--- src/rtl/btn_step_ctrl_pkg.sv ---
// rtl/btn_step_ctrl_pkg.sv - shared state encodings and default filter lengths
package btn_step_ctrl_pkg;

   typedef enum logic [1:0] {
      IDLE         = 2'd0,
      PRESS_WAIT   = 2'd1,
      PRESSED      = 2'd2,
      RELEASE_WAIT = 2'd3
   } btn_state_t;

   localparam logic [19:0] DEBOUNCE_DEFAULT  = 20'd1000000;
   localparam logic [19:0] SW_STABLE_DEFAULT = 20'd1000000;

endpackage

--- src/rtl/btn_step_ctrl_sync2.sv ---
// rtl/btn_step_ctrl_sync2.sv - two-flop synchronizer for asynchronous inputs
module sync2 #(
   parameter int WIDTH = 1
) (
   input  logic             CLK,
   input  logic             Reset,
   input  logic [WIDTH-1:0] d,
   output logic [WIDTH-1:0] q
);

   logic [WIDTH-1:0] meta;

   always_ff @(posedge CLK) begin
      if (!Reset) begin
         meta <= '0;
         q    <= '0;
      end else begin
         meta <= d;
         q    <= meta;
      end
   end

endmodule

--- src/rtl/btn_step_ctrl.sv ---
// rtl/btn_step_ctrl.sv - debounced single-step button and display-select switch filter
module btn_step_ctrl
   import btn_step_ctrl_pkg::*;
#(
   parameter logic [19:0] DEBOUNCE  = DEBOUNCE_DEFAULT,
   parameter logic [19:0] SW_STABLE = SW_STABLE_DEFAULT
) (
   input  logic       CLK,
   input  logic       Reset,
   input  logic       btn_raw,
   input  logic [1:0] sw_raw,
   output logic       step_pulse,
   output logic       step_level,
   output logic [1:0] swOp,
   output logic [7:0] press_count
);

   logic        btn_s;
   logic [1:0]  sw_s;
   logic [1:0]  sw_c;
   logic [19:0] cnt;
   logic [19:0] scnt;
   logic        pulse_arm;
   btn_state_t  state;

   sync2 #(.WIDTH(1)) u_sync_btn (.CLK(CLK), .Reset(Reset), .d(btn_raw), .q(btn_s));
   sync2 #(.WIDTH(2)) u_sync_sw  (.CLK(CLK), .Reset(Reset), .d(sw_raw),  .q(sw_s));

   // pulse_arm marks the PRESS_WAIT->PRESSED entry; step_pulse follows it one cycle later
   always_ff @(posedge CLK) begin
      if (!Reset) begin
         state       <= IDLE;
         cnt         <= '0;
         pulse_arm   <= 1'b0;
         step_pulse  <= 1'b0;
         step_level  <= 1'b0;
         press_count <= 8'h00;
      end else begin
         pulse_arm  <= 1'b0;
         step_pulse <= pulse_arm;
         if (step_pulse)
            press_count <= press_count + 8'd1;
         case (state)
            IDLE: begin
               if (btn_s) begin
                  state <= PRESS_WAIT;
                  cnt   <= '0;
               end
            end
            PRESS_WAIT: begin
               if (!btn_s) begin
                  state <= IDLE;
               end else if (cnt == DEBOUNCE - 20'd1) begin
                  state      <= PRESSED;
                  step_level <= 1'b1;
                  pulse_arm  <= 1'b1;
               end else begin
                  cnt <= cnt + 20'd1;
               end
            end
            PRESSED: begin
               if (!btn_s) begin
                  state <= RELEASE_WAIT;
                  cnt   <= '0;
               end
            end
            RELEASE_WAIT: begin
               if (btn_s) begin
                  state <= PRESSED;
               end else if (cnt == DEBOUNCE - 20'd1) begin
                  state      <= IDLE;
                  step_level <= 1'b0;
               end else begin
                  cnt <= cnt + 20'd1;
               end
            end
         endcase
      end
   end

   // any change restarts the stability window; scnt parks at the terminal value
   always_ff @(posedge CLK) begin
      if (!Reset) begin
         sw_c <= 2'b00;
         scnt <= '0;
         swOp <= 2'b00;
      end else if (sw_s != sw_c) begin
         sw_c <= sw_s;
         scnt <= '0;
      end else if (scnt == SW_STABLE - 20'd1) begin
         swOp <= sw_c;
      end else begin
         scnt <= scnt + 20'd1;
      end
   end

endmodule

--- config.mk ---
export PLATFORM = sky130hd
export DESIGN_NAME = btn_step_ctrl
export DESIGN_NICKNAME = d
export VERILOG_FILES = /design/src/rtl/btn_step_ctrl_pkg.sv /design/src/rtl/btn_step_ctrl_sync2.sv /design/src/rtl/btn_step_ctrl.sv
export SDC_FILE = /design/constraint.sdc
export NUM_CORES = 1
export LEC_CHECK = 0
export BUFFER_PORTS_ARGS = -buffer_cell sky130_fd_sc_hd__buf_2
export CAP_MARGIN = 20
export CORE_MARGIN = 2
export CORE_UTILIZATION = 45
export CTS_BUF_LIST = sky130_fd_sc_hd__clkbuf_8
export DETAILED_ROUTE_END_ITERATION = 10
export HOLD_SLACK_MARGIN = 0.03
export PLACE_DENSITY = 0.71
export SLEW_MARGIN = 5
export SYNTH_ARGS = -nofsm -noshare
export SYNTH_HDL_FRONTEND = slang
export SYNTH_HIERARCHICAL = 1
export SYNTH_SLANG_ARGS = --single-unit
--- constraint.sdc ---
create_clock -name CLK -period 2.7 [get_ports CLK]
set_clock_uncertainty 0.1 [all_clocks]
set_input_delay 0.27 -clock CLK [delete_from_list [all_inputs] [get_ports CLK]]
set_output_delay 0.27 -clock CLK [all_outputs]
set_load 0.02 [all_outputs]
Word level (Yosys, flattened, before mapping)
Index checks and enable logic that the tools add are counted.
W data, S select, Z words.
{"block": "op_classes", "addsub": 3, "multipliers": 0, "div": 0, "order_cmp": 0, "eq_ne": 14, "shifts": 0, "mux": 19, "bitwise_logic": 2, "n_reduce_logical": 8}
{"cell": "$mux W20", "n": 5}
{"cell": "$pmux W20 S4", "n": 1}
{"cell": "$add A20 B1 Y20 const B", "n": 2}
{"cell": "$eq A20 B20 Y1 const B", "n": 2}
{"cell": "$mux W2", "n": 6}
{"cell": "$add A8 B1 Y8 const B", "n": 1}
{"cell": "$ne A2 B2 Y1 const B", "n": 4}
{"cell": "$pmux W2 S4", "n": 1}
{"cell": "$reduce_and A4 Y1", "n": 2}
{"cell": "$mux W1", "n": 5}
{"cell": "$reduce_and A5 Y1", "n": 1}
{"cell": "$eq A2 B2 Y1 const B", "n": 2}
{"cell": "$ne A2 B1 Y1 const B", "n": 2}
{"cell": "$ne A3 B2 Y1 const B", "n": 1}
{"cell": "$ne A3 B3 Y1 const B", "n": 1}
{"cell": "$reduce_and A3 Y1", "n": 1}
{"cell": "$eq A2 B1 Y1 const B", "n": 1}
{"cell": "$logic_not A2 Y1", "n": 1}
{"cell": "$ne A2 B2 Y1", "n": 1}
{"cell": "$not A1 Y1", "n": 2}
{"cell": "$pmux W1 S2", "n": 1}
{"cell": "$reduce_and A2 Y1", "n": 1}
{"cell": "$reduce_bool A2 Y1", "n": 1}
{"cell": "$reduce_or A2 Y1", "n": 1}
{"block": "word_totals", "reg_bits": 63, "latchBits": 0, "mem_bits_rw": 0, "romBits": 0, "in_bits": 5, "out_inout_bits": 12, "n_memories": 0}

Depth between registers and ports, before layout
Gate-level depths: netlist (run 1).
{"block": "depth", "ltp_word": 4, "mapped_depth": 7, "ltp_nobuf": 6}

By module
Netlist (run 1), hierarchy kept.
{"module": "btn_step_ctrl", "instances": 1, "cells_each": 321, "area_each_um2": 2706.3, "seq_area_each_um2": 1141.1}
{"module": "sync2 (u_sync_sw)", "instances": 1, "cells_each": 8, "area_each_um2": 105.1, "seq_area_each_um2": 80.1}
{"module": "sync2 (u_sync_btn)", "instances": 1, "cells_each": 4, "area_each_um2": 52.6, "seq_area_each_um2": 40.0}

Worst setup path before layout (run 1)
OpenSTA, ideal clock, no wires.
{"block": "synth_timing", "kind": "reg2reg", "start": "reg cnt[0]", "end": "reg cnt[18]", "setup_ps": 117, "arrival_time_ps": 1797, "required_ps": 2483, "slack_ps": 686, "stages_incl_launch_ff": 7, "path_cell_list": "dfxtp_1 > ha_1 > nand4_1 > nor4_1 > nand4_1 > xnor2_1 > a22o_2"}
{"block": "synth_via", "elab_chain_len": 4, "word_cells_on_any_way": 6, "cone_classes": "add/sub: 1; eq/ne: 1; mux: 4"}
{"item": "from (decl)", "line": "btn_step_ctrl.sv:21", "rtl": "logic [19:0] cnt;"}
{"item": "from (signal assigned)", "line": "btn_step_ctrl.sv:58", "rtl": "cnt <= cnt + 20'd1;"}
{"item": "from (signal assigned)", "line": "btn_step_ctrl.sv:74", "rtl": "cnt <= cnt + 20'd1;"}
{"item": "$add A20 B1 Y20 / $eq A20 B20 Y1 (equally long branches)"}
{"item": "$mux W20 (*)", "line": "btn_step_ctrl.sv:53, btn_step_ctrl.sv:70"}
{"item": "$mux W20 (on tied branches)", "line": "btn_step_ctrl.sv:68, btn_step_ctrl.sv:51"}
{"item": "$pmux W20 S4 (*)", "line": "btn_step_ctrl.sv:43", "rtl": "case (state)"}
Mark *: on every way between the ends. The rest lies on a longest branch, timed or not. The select of a mux whose other input is x is not followed.
A chain may end at the register's enable or synchronous reset.

Worst setup path after layout (run 1)
Same ends and word-level chain as after synthesis.

==> reports/results.ini, run 1 <==
[run_status]
status = finished, final reports clean

[drt]
detail_route.wl_per_cell_um = 13.2
dr.pass1.iters = 4
vias_per_cell = 5.56
detail-route-antenna-nets = 0
drc = 0
vias = 2417
dr.first_iter.drc_count = 93
wl_um = 5740

[cts]
clockBufferDepth = 2
clkLatencyLatePin_ns = 0.34
cts_tree = done
path_clk_slew_ns = 0.07
cts-hold-fix-buffers = 0
clock-sinks = 63
postCtsSetupRepairBufs = 0
cts_buffers = 9
cts.htree.levels = 3
postCtsResizedCells = 0
cts.root.buffer_cell = clkbuf_8

[synthesis]
syn_nets = 341
async_flop_share = 0
synthCells = 333
ys_warn_count = 6
synth_seq_cells = 63
avgSynthCellArea_um2 = 8.60
synth.distinct_cells = 45
ys_seq_area_frac = 0.440
ys.flop_type = dfxtp_1
syn_area_mm2 = 0.00286
synth_edf_count = 0

[timing]
rsz0062_at_grt = false
fmax_mhz = 442
slew_headroom = 0.588
period_share = 0.838
drv_slew = 0
worstMarginPinSlew_ns = 0.617
fin_setup_tns_ns = 0
period_needed_ns = 2.26
hold_viol = 0
setup-violations-final = 0

[global_routing]
grt_start_max_net_pins = 32
antenna_found_initial = 0
grt_pass1_wl_um = 10100
grt_overflow_total = 0
grt_pass1_vias = 2279
track_usage = 0.176

[critical_path]
r2r_end = cnt[18]
r2r_start = cnt[0]
start_kind = register
crit_type = register to register
worstPathArrival_ns = 2.38
path_max_fanout = 7
cp-end-kind = register
reg2regPathDepth = 6
cp.required_ns = 2.82
ff2ff_setup_slack_ns = 0.44

[hold_path]
hold_start = sw_raw[1]
hold_end = u_sync_sw/meta[1]
holdPathStages = 2
hold_path_class = input port to register

[run]
drv_cap = 0

[die]
pin_count = 17
die_y_um = 83.8
die-area_mm2 = 0.00702
std_cell_rows = 29
core_mm2 = 0.00624
floorplan.initialDensity = 0.459
die_x_um = 83.8

[power_and_ir_drop]
ir_drop_v = 0.000295
p_leak_nw = 1.16
powerDensity_mw_per_mm2 = 583

[placement]
dp_cells = 419
io_buffers = 16
place_hpwl_um = 3830
gp_congestion = 0.869

[final_layout]
fin_nets = 361
area_growth_pct = 13.5
final_layout_size_suffix_gt1_frac = 0.126
stdcell_count = 435
diodes = 0

[worst max-delay path: stages (launching register included)]
cell and delay, ns:
dfxtp_1 0.42, ha_1 0.24, nand4_1 0.23, nor4_1 0.59, nand4_1 0.19, xnor2_1 0.16
a22o_2 0.22
[how the worst max path moves through the flow]
| stage | start | to | slack [ns] | cells past startpoint |
|---|---|---|---|---|
| after global placement | cnt[0] | cnt[18] | 0.57 | 6 |
| after global routing | state[0] | cnt[19] | 0.24 | 5 |
| final | cnt[0] | cnt[18] | 0.44 | 6 |
| after floorplan | cnt[0] | cnt[18] | 0.69 | 6 |
| after CTS | cnt[0] | cnt[18] | 0.44 | 6 |
| after detailed placement | cnt[0] | cnt[18] | 0.48 | 6 |
[metal layers]
metal | GRT usage | routed length, um
met2 | 0.287 | 2700
met4 | 0.0704 | 83
met1 | 0.213 | 2700
met5 | 0 | 0
met3 | 0.0593 | 260
[Yosys cell counts, drive strengths merged (2+ instances only)]
library cell,n,share of area
nor2b,6,0.013
a21o,2,0.0052
ha,3,0.013
and3,6,0.013
and4,5,0.015
nor3,12,0.023
or3,5,0.011
o211ai,3,0.0079
nor3b,2,0.0052
nor4,5,0.016
nor4b,5,0.015
nand2,23,0.031
a41oi,2,0.0061
and4b,2,0.0070
a21oi,18,0.031
a21boi,4,0.010
xor2,5,0.015
inv,10,0.013
o21a,2,0.0052
a22o,2,0.0070
dfxtp,63,0.44
mux2i,6,0.021
nand4,11,0.024
o21ai,14,0.024
a31oi,15,0.035
xnor2,14,0.043
nand3,13,0.023
nor2,40,0.053
clkbuf,10,0.013
and2,18,0.039
[placed cells by master (no fill, tap or decap), types with 3 or more instances in the layout]
| cell type | netlist | routed |
|---|---|---|
| dfxtp_1 | 63 | 63 |
| nor2_1 | 39 | 39 |
| nand2_1 | 22 | 22 |
| a21oi_1 | 18 | 18 |
| and2_1 | 16 | 16 |
| buf_2 | 1 | 16 |
| xnor2_1 | 14 | 14 |
| a31oi_1 | 14 | 14 |
| nand3_1 | 13 | 13 |
| o21ai_0 | 13 | 13 |
| inv_1 | 10 | 11 |
| nand4_1 | 11 | 11 |
| nor3_1 | 11 | 11 |
| clkbuf_8 | 0 | 10 |
| and3_1 | 6 | 6 |
| mux2i_1 | 6 | 6 |
| nor2b_1 | 6 | 6 |
| nor4b_1 | 5 | 5 |
| and4_1 | 5 | 5 |
| xor2_1 | 5 | 5 |
| or3_1 | 5 | 5 |
| nor4_1 | 4 | 4 |
| buf_4 | 0 | 4 |
| a21boi_0 | 3 | 3 |
| o211ai_1 | 3 | 3 |
| ha_1 | 3 | 3 |
[registers in the layout (all words and copies together), names as in the netlist, 2 cells and up, named ones only]
signal / cells
press_count: 8
u_sync_sw/meta: 2
scnt: 20
u_sync_sw/q: 2
swOp: 2
cnt: 20
sw_c: 2
[final cells by class]
cell class	count	area [um^2]
clock buffer	10	138
clock inverter	6	85.1
sequential	63	1260
timing repair buffer	20	110
tap	77	96.3
inverter	10	37.5
fill	583	2990
multi-input combinational	249	1520
[kinds of logic after synthesis]
| family | share of synthesized area |
|---|---|
| AO/OA/AOI/OAI | 0.142 |
| AND/OR/NAND/NOR | 0.298 |
| multiplexers | 0.0210 |
| XOR/XNOR | 0.0581 |
| buffers and inverters | 0.0280 |
| adder cells (fa/ha/maj) | 0.0131 |
| flip-flops | 0.440 |
[where the power goes]
part	leakage [nW]	switching (mW)	internal, mW	total [mW]
sequential	0.509	0.00619	0.938	0.944
combinational	0.540	0.0346	0.0210	0.0556
clock	0.114	0.354	0.541	0.895
[through the flow]
stage	hold slack (ns)	utilization	setup WS, ns	total power [mW]	cell area, um^2
after floorplan	0.292	-	0.686	1.00	2860
after global placement	0.308	0.485	0.574	1.02	3030
after detailed placement	0.317	0.485	0.480	1.02	3030
after CTS	0.0381	0.521	0.444	1.92	3250
after global routing	0.0359	0.521	0.239	1.97	3250
final	0.0476	0.521	0.437	1.89	3250
Note: power is estimated with default switching activity, not from simulation.
==> run 2: changes to the inputs <==
==> constraint.sdc (replaced) <==
create_clock -name CLK -period 2.26 [get_ports CLK]
set_clock_uncertainty 0.1 [all_clocks]
set_input_delay 0.226 -clock CLK [delete_from_list [all_inputs] [get_ports CLK]]
set_output_delay 0.226 -clock CLK [all_outputs]
set_load 0.02 [all_outputs]
==> run 2 against run 1 <==
Against the previous run: count of clock-buffer cells in the layout stayed put; global-route usage is 0.68 points lower; register-to-register slack worse by 0.26 ns; worst hold slack better by 0.080 ns; highest routed layer unchanged; cell count is 1.6% higher; critical endpoint is now cnt[19]; clock power is 0.7% lower; combinational power is 27% higher; setup slack worse by 0.26 ns.
==> reports/results.ini, run 2 (synthesis results as in run 1) <==
[run_status]
status = finished, final reports clean  ; unchanged

[placement]
gp_congestion = 0.883  ; was 0.869
dpl_cell_area_mm2 = 0.00306  ; was 0.00303 mm^2
dp_cells = 423  ; was 419
dp_worst_setup_slack_ns = 0.146  ; was 0.480 ns
io_buffers = 16  ; unchanged
place_hpwl_um = 3870  ; was 3830 um

[critical_path]
cp-end-kind = register  ; unchanged
crit_type = register to register  ; unchanged
cp.required_ns = 2.40  ; was 2.82 ns
path_max_fanout = 8  ; was 7
start_kind = register  ; unchanged
worstPathArrival_ns = 2.22  ; was 2.38 ns

[timing]
slew_headroom = 0.631  ; was 0.588
period_needed_ns = 2.08  ; was 2.26 ns
period_share = 0.920  ; was 0.838
setup-violations-final = 0  ; unchanged
drv_slew = 0  ; unchanged
fmax_mhz = 481  ; was 442 MHz
hold_viol = 0  ; unchanged
setup_slack_ns = 0.180  ; was 0.437 ns
fin_setup_tns_ns = 0  ; unchanged
whs_ns = 0.128  ; was 0.0476 ns
rsz0062_at_grt = false  ; unchanged
worstMarginPinSlew_ns = 0.552  ; was 0.617 ns

[power_and_ir_drop]
powerDensity_mw_per_mm2 = 638  ; was 583 mW/mm^2
finalPower_mw = 2.09  ; was 1.89 mW
ir_drop_v = 0.000422  ; was 0.000295 V
p_leak_nw = 1.17  ; was 1.16 nW

[cts]
clockBufferDepth = 2  ; unchanged
path_clk_slew_ns = 0.08  ; was 0.07 ns
cts.root.buffer_cell = clkbuf_8  ; unchanged
clock-sinks = 63  ; unchanged
clkLatencyLatePin_ns = 0.35  ; was 0.34 ns
cts_buffers = 9  ; unchanged
cts_tree = done  ; unchanged
postCtsSetupRepairBufs = 0  ; unchanged
cts.htree.levels = 3  ; unchanged

[final_layout]
layout_common_cells = 63 x dfxtp_1, 39 x nor2_1, 22 x nand2_1  ; unchanged
area_growth_pct = 14.2  ; was 13.5%
fin_nets = 368  ; was 361
final_cell_area_mm2 = 0.00327  ; was 0.00325 mm^2
diodes = 0  ; unchanged
utilization = 0.524  ; was 0.521
fillers = 565  ; was 583
final_layout_size_suffix_gt1_frac = 0.137  ; was 0.126
stdcell_count = 442  ; was 435
mostFrequentLayoutCell = dfxtp_1  ; unchanged
top_regs = cnt: 20 flops, scnt: 20 flops, press_count: 8 flops  ; unchanged

[drt]
drc = 0  ; unchanged
detail_route.wl_per_cell_um = 12.7  ; was 13.2 um
vias = 2392  ; was 2417
dr.pass1.iters = 4  ; unchanged
wl_um = 5600  ; was 5740 um
dr.first_iter.drc_count = 95  ; was 93
vias_per_cell = 5.41  ; was 5.56
detail-route-antenna-nets = 0  ; unchanged

[hold_path]
hold_path_class = input port to register  ; unchanged

[die]
die_y_um = 83.8  ; unchanged
pin_count = 17  ; unchanged
core_mm2 = 0.00624  ; unchanged
floorplan.initialDensity = 0.459  ; unchanged
die-area_mm2 = 0.00702  ; unchanged
die_x_um = 83.8  ; unchanged
std_cell_rows = 29  ; unchanged

[global_routing]
grt_pass1_wl_um = 9690  ; was 10100 um
grt_pass1_vias = 2189  ; was 2279
track_usage = 0.169  ; was 0.176
antenna_found_initial = 0  ; unchanged
grt_overflow_total = 0  ; unchanged
grt_start_max_net_pins = 26  ; was 32

[run]
drv_cap = 0  ; unchanged

-- run 2: cell types whose count changed in the layout (fill, tap and decap cells not counted) --
cell and change:
buf_4 +4, dlygate4sd3_1 +3, bufinv_16 -2, clkinvlp_4 +2
inv_1 -1, inv_6 +1
-- run 2: final timing paths --
path                   to            start  slack [ns]  depth (start not counted)
min              state[0]            Reset        0.13                          2
min reg2reg  u_sync_btn/q  u_sync_btn/meta        0.33                          1
max reg2reg       cnt[19]           cnt[9]        0.18                          5
max               cnt[19]           cnt[9]        0.18                          5
-- run 2: cell type report --
type	count	area (um^2)	share of cell area
Inverter	10	37.5	0.0115
Tap cell	77	96.3	0.0295
Clock buffer	10	138	0.0421
Multi-Input combinational cell	249	1520	0.466
Sequential cell	63	1260	0.386
Clock inverter	6	45.0	0.0138
Timing Repair Buffer	27	170	0.0520
-- run 2: critical path, stage by stage (launching register included) --
cell	delay, ns
dfxtp_1	0.42
or3b_4	0.42
nor4_4	0.42
a21boi_1	0.27
a41oi_1	0.28
a31oi_1	0.05
-- run 2: layer usage --
metal | wire length (um) | GRT usage | vias to the layer above
met2 | 2480 | 0.267 | 40
met4 | 58 | 0.0836 | 0
li1 | - | - | 1248
met1 | 2840 | 0.215 | 1099
met5 | 0 | 0 | -
met3 | 225 | 0.0425 | 5
-- run 2: repair_timing --
action / 4_1_cts / 5_1_grt
gates resized for setup: 0 / 0
setup endpoints to repair: 0 / 3
hold endpoints to repair: 3 / 0
hold buffers: 3 / 0
-- run 2: report_power, final --
group | internal (mW) | switching [mW]
clock | 0.430 | 0.459
sequential | 1.12 | 0.00707
combinational | 0.0290 | 0.0416
total | 1.58 | 0.508
==> run 3: changes to the inputs <==
==> constraint.sdc (replaced) <==
create_clock -name CLK -period 2.26 [get_ports CLK]
set_clock_uncertainty 0.1 [all_clocks]
set_input_delay 0.452 -clock CLK [delete_from_list [all_inputs] [get_ports CLK]]
set_output_delay 0.452 -clock CLK [all_outputs]
set_load 0.02 [all_outputs]
==> run 3 against run 2 <==
Against the previous run: critical path depth did not move; sequential power barely moved; die area did not move; wire length rose by 3.0%; sequential cell count did not move; combinational power fell by 3.4%; register-to-register slack got worse by 0.04 ns; largest cell class unchanged; largest power group unchanged.
==> reports/results.ini, run 3 (synthesis results as in run 1) <==
[power_and_ir_drop]
p_leak_nw = 1.17  ; about the same
finalPower_mw = 2.16  ; was 2.09 mW
powerDensity_mw_per_mm2 = 661  ; was 638 mW/mm^2
ir_drop_v = 0.000441  ; was 0.000422 V

[final_layout]
layout_common_cells = 63 x dfxtp_1, 39 x nor2_1, 22 x nand2_1  ; unchanged
multi_input_area_mm2 = 0.00152  ; unchanged
fillers = 602  ; was 565
fin_nets = 366  ; was 368
final_cell_area_mm2 = 0.00326  ; was 0.00327 mm^2
area_growth_pct = 14.0  ; was 14.2%
diodes = 0  ; unchanged
mostFrequentLayoutCell = dfxtp_1  ; unchanged
final_layout_size_suffix_gt1_frac = 0.138  ; was 0.137
utilization = 0.523  ; was 0.524
stdcell_count = 440  ; was 442
seq_area_mm2 = 0.00126  ; unchanged
top_regs = cnt: 20 flops, scnt: 20 flops, press_count: 8 flops  ; unchanged

[timing]
hold_viol = 0  ; unchanged
period_needed_ns = 2.12  ; was 2.08 ns
slew_headroom = 0.629  ; was 0.631
rsz0062_at_grt = false  ; unchanged
setup_slack_ns = 0.139  ; was 0.180 ns
drv_slew = 0  ; unchanged
period_share = 0.938  ; was 0.920
fmax_mhz = 472  ; was 481 MHz
setup-violations-final = 0  ; unchanged
fin_setup_tns_ns = 0  ; unchanged
whs_ns = 0.226  ; was 0.128 ns
worstMarginPinSlew_ns = 0.552  ; about the same

[critical_path]
reg2regPathDepth = 5  ; unchanged
worstPathArrival_ns = 2.22  ; about the same
cp-end-kind = register  ; unchanged
critPathLaunch = cnt[9]  ; unchanged
path_max_fanout = 8  ; unchanged
crit_type = register to register  ; unchanged
r2r_start = cnt[9]  ; unchanged
ff2ff_setup_slack_ns = 0.14  ; was 0.18 ns
start_kind = register  ; unchanged
r2r_end = cnt[19]  ; unchanged
cp.required_ns = 2.36  ; was 2.40 ns

[cts]
clkLatencyLatePin_ns = 0.34  ; was 0.35 ns
path_clk_slew_ns = 0.07  ; was 0.08 ns
cts_tree = done  ; unchanged
clockBufferDepth = 2  ; unchanged
cts_buffers = 9  ; unchanged
postCtsSetupRepairBufs = 0  ; unchanged
clock-sinks = 63  ; unchanged
cts-hold-fix-buffers = 0  ; was 3
postCtsResizedCells = 0  ; unchanged
cts.root.buffer_cell = clkbuf_8  ; unchanged
cts.htree.levels = 3  ; unchanged

[global_routing]
track_usage = 0.176  ; was 0.169
grt_pass1_wl_um = 10300  ; was 9690 um
grt_pass1_vias = 2234  ; was 2189
grt_start_max_net_pins = 21  ; was 26
antenna_found_initial = 0  ; unchanged
grt_overflow_total = 0  ; unchanged

[die]
pin_count = 17  ; unchanged
die-area_mm2 = 0.00702  ; unchanged
die_y_um = 83.8  ; unchanged
floorplan.initialDensity = 0.459  ; unchanged
std_cell_rows = 29  ; unchanged
die_x_um = 83.8  ; unchanged
core_mm2 = 0.00624  ; unchanged

[drt]
dr.pass1.iters = 5  ; was 4
dr.first_iter.drc_count = 123  ; was 95
vias_per_cell = 5.48  ; was 5.41
detail_route.wl_per_cell_um = 13.1  ; was 12.7 um
detail-route-antenna-nets = 0  ; unchanged
drc = 0  ; unchanged
vias = 2410  ; was 2392
wl_um = 5770  ; was 5600 um

[hold_path]
hold_start = sw_raw[0]  ; was Reset
hold_path_class = input port to register  ; unchanged
holdPathStages = 2  ; unchanged
hold_end = u_sync_sw/meta[0]  ; was state[0]

[placement]
gp_congestion = 0.925  ; was 0.883
dp_worst_setup_slack_ns = 0.125  ; was 0.146 ns
io_buffers = 16  ; unchanged
dp_cells = 424  ; was 423
place_hpwl_um = 4010  ; was 3870 um
dpl_cell_area_mm2 = 0.00307  ; was 0.00306 mm^2

[run_status]
status = finished, final reports clean  ; unchanged

[run]
drv_cap = 0  ; unchanged

## run 3: critical path: stages, from the launching register on
cell and delay, ns:
dfxtp_1 0.41, or3b_4 0.43, nor4_4 0.43, a21boi_1 0.28, a41oi_1 0.27, a31oi_1 0.07
## run 3: area by class of cell
cell class | instances | area share
Timing Repair Buffer | 25 | 0.0452
Multi-Input combinational cell | 249 | 0.466
Tap cell | 77 | 0.0295
Clock inverter | 6 | 0.0188
Clock buffer | 10 | 0.0422
Sequential cell | 63 | 0.386
Inverter | 10 | 0.0115
## run 3: power by group
| part | leakage [nW] | total, mW | switching (mW) | internal, mW |
|---|---|---|---|---|
| combinational | 0.564 | 0.0682 | 0.0414 | 0.0268 |
| sequential | 0.509 | 1.13 | 0.00697 | 1.12 |
| clock | 0.0957 | 0.963 | 0.430 | 0.533 |
## run 3: how the worst max path moves through the flow
| stage | end | slack (ns) | cells past startpoint |
|---|---|---|---|
| 3_5_place_dp | cnt[19] | 0.13 | 6 |
| 2_1_floorplan | cnt[18] | 0.25 | 6 |
| 6_report | cnt[19] | 0.14 | 5 |
| 4_1_cts | cnt[19] | 0.12 | 6 |
| 5_1_grt | cnt[19] | 0.003 | 5 |
| 3_3_place_gp | cnt[7] | 0.24 | 6 |
## run 3: routing by layer
metal / global-route usage / up-vias / share of wire
met5: 0 / - / 0
met4: 0.0528 / 0 / 0.0083
met3: 0.0504 / 8 / 0.055
met2: 0.269 / 61 / 0.46
met1: 0.243 / 1098 / 0.48
li1: - / 1243 / -
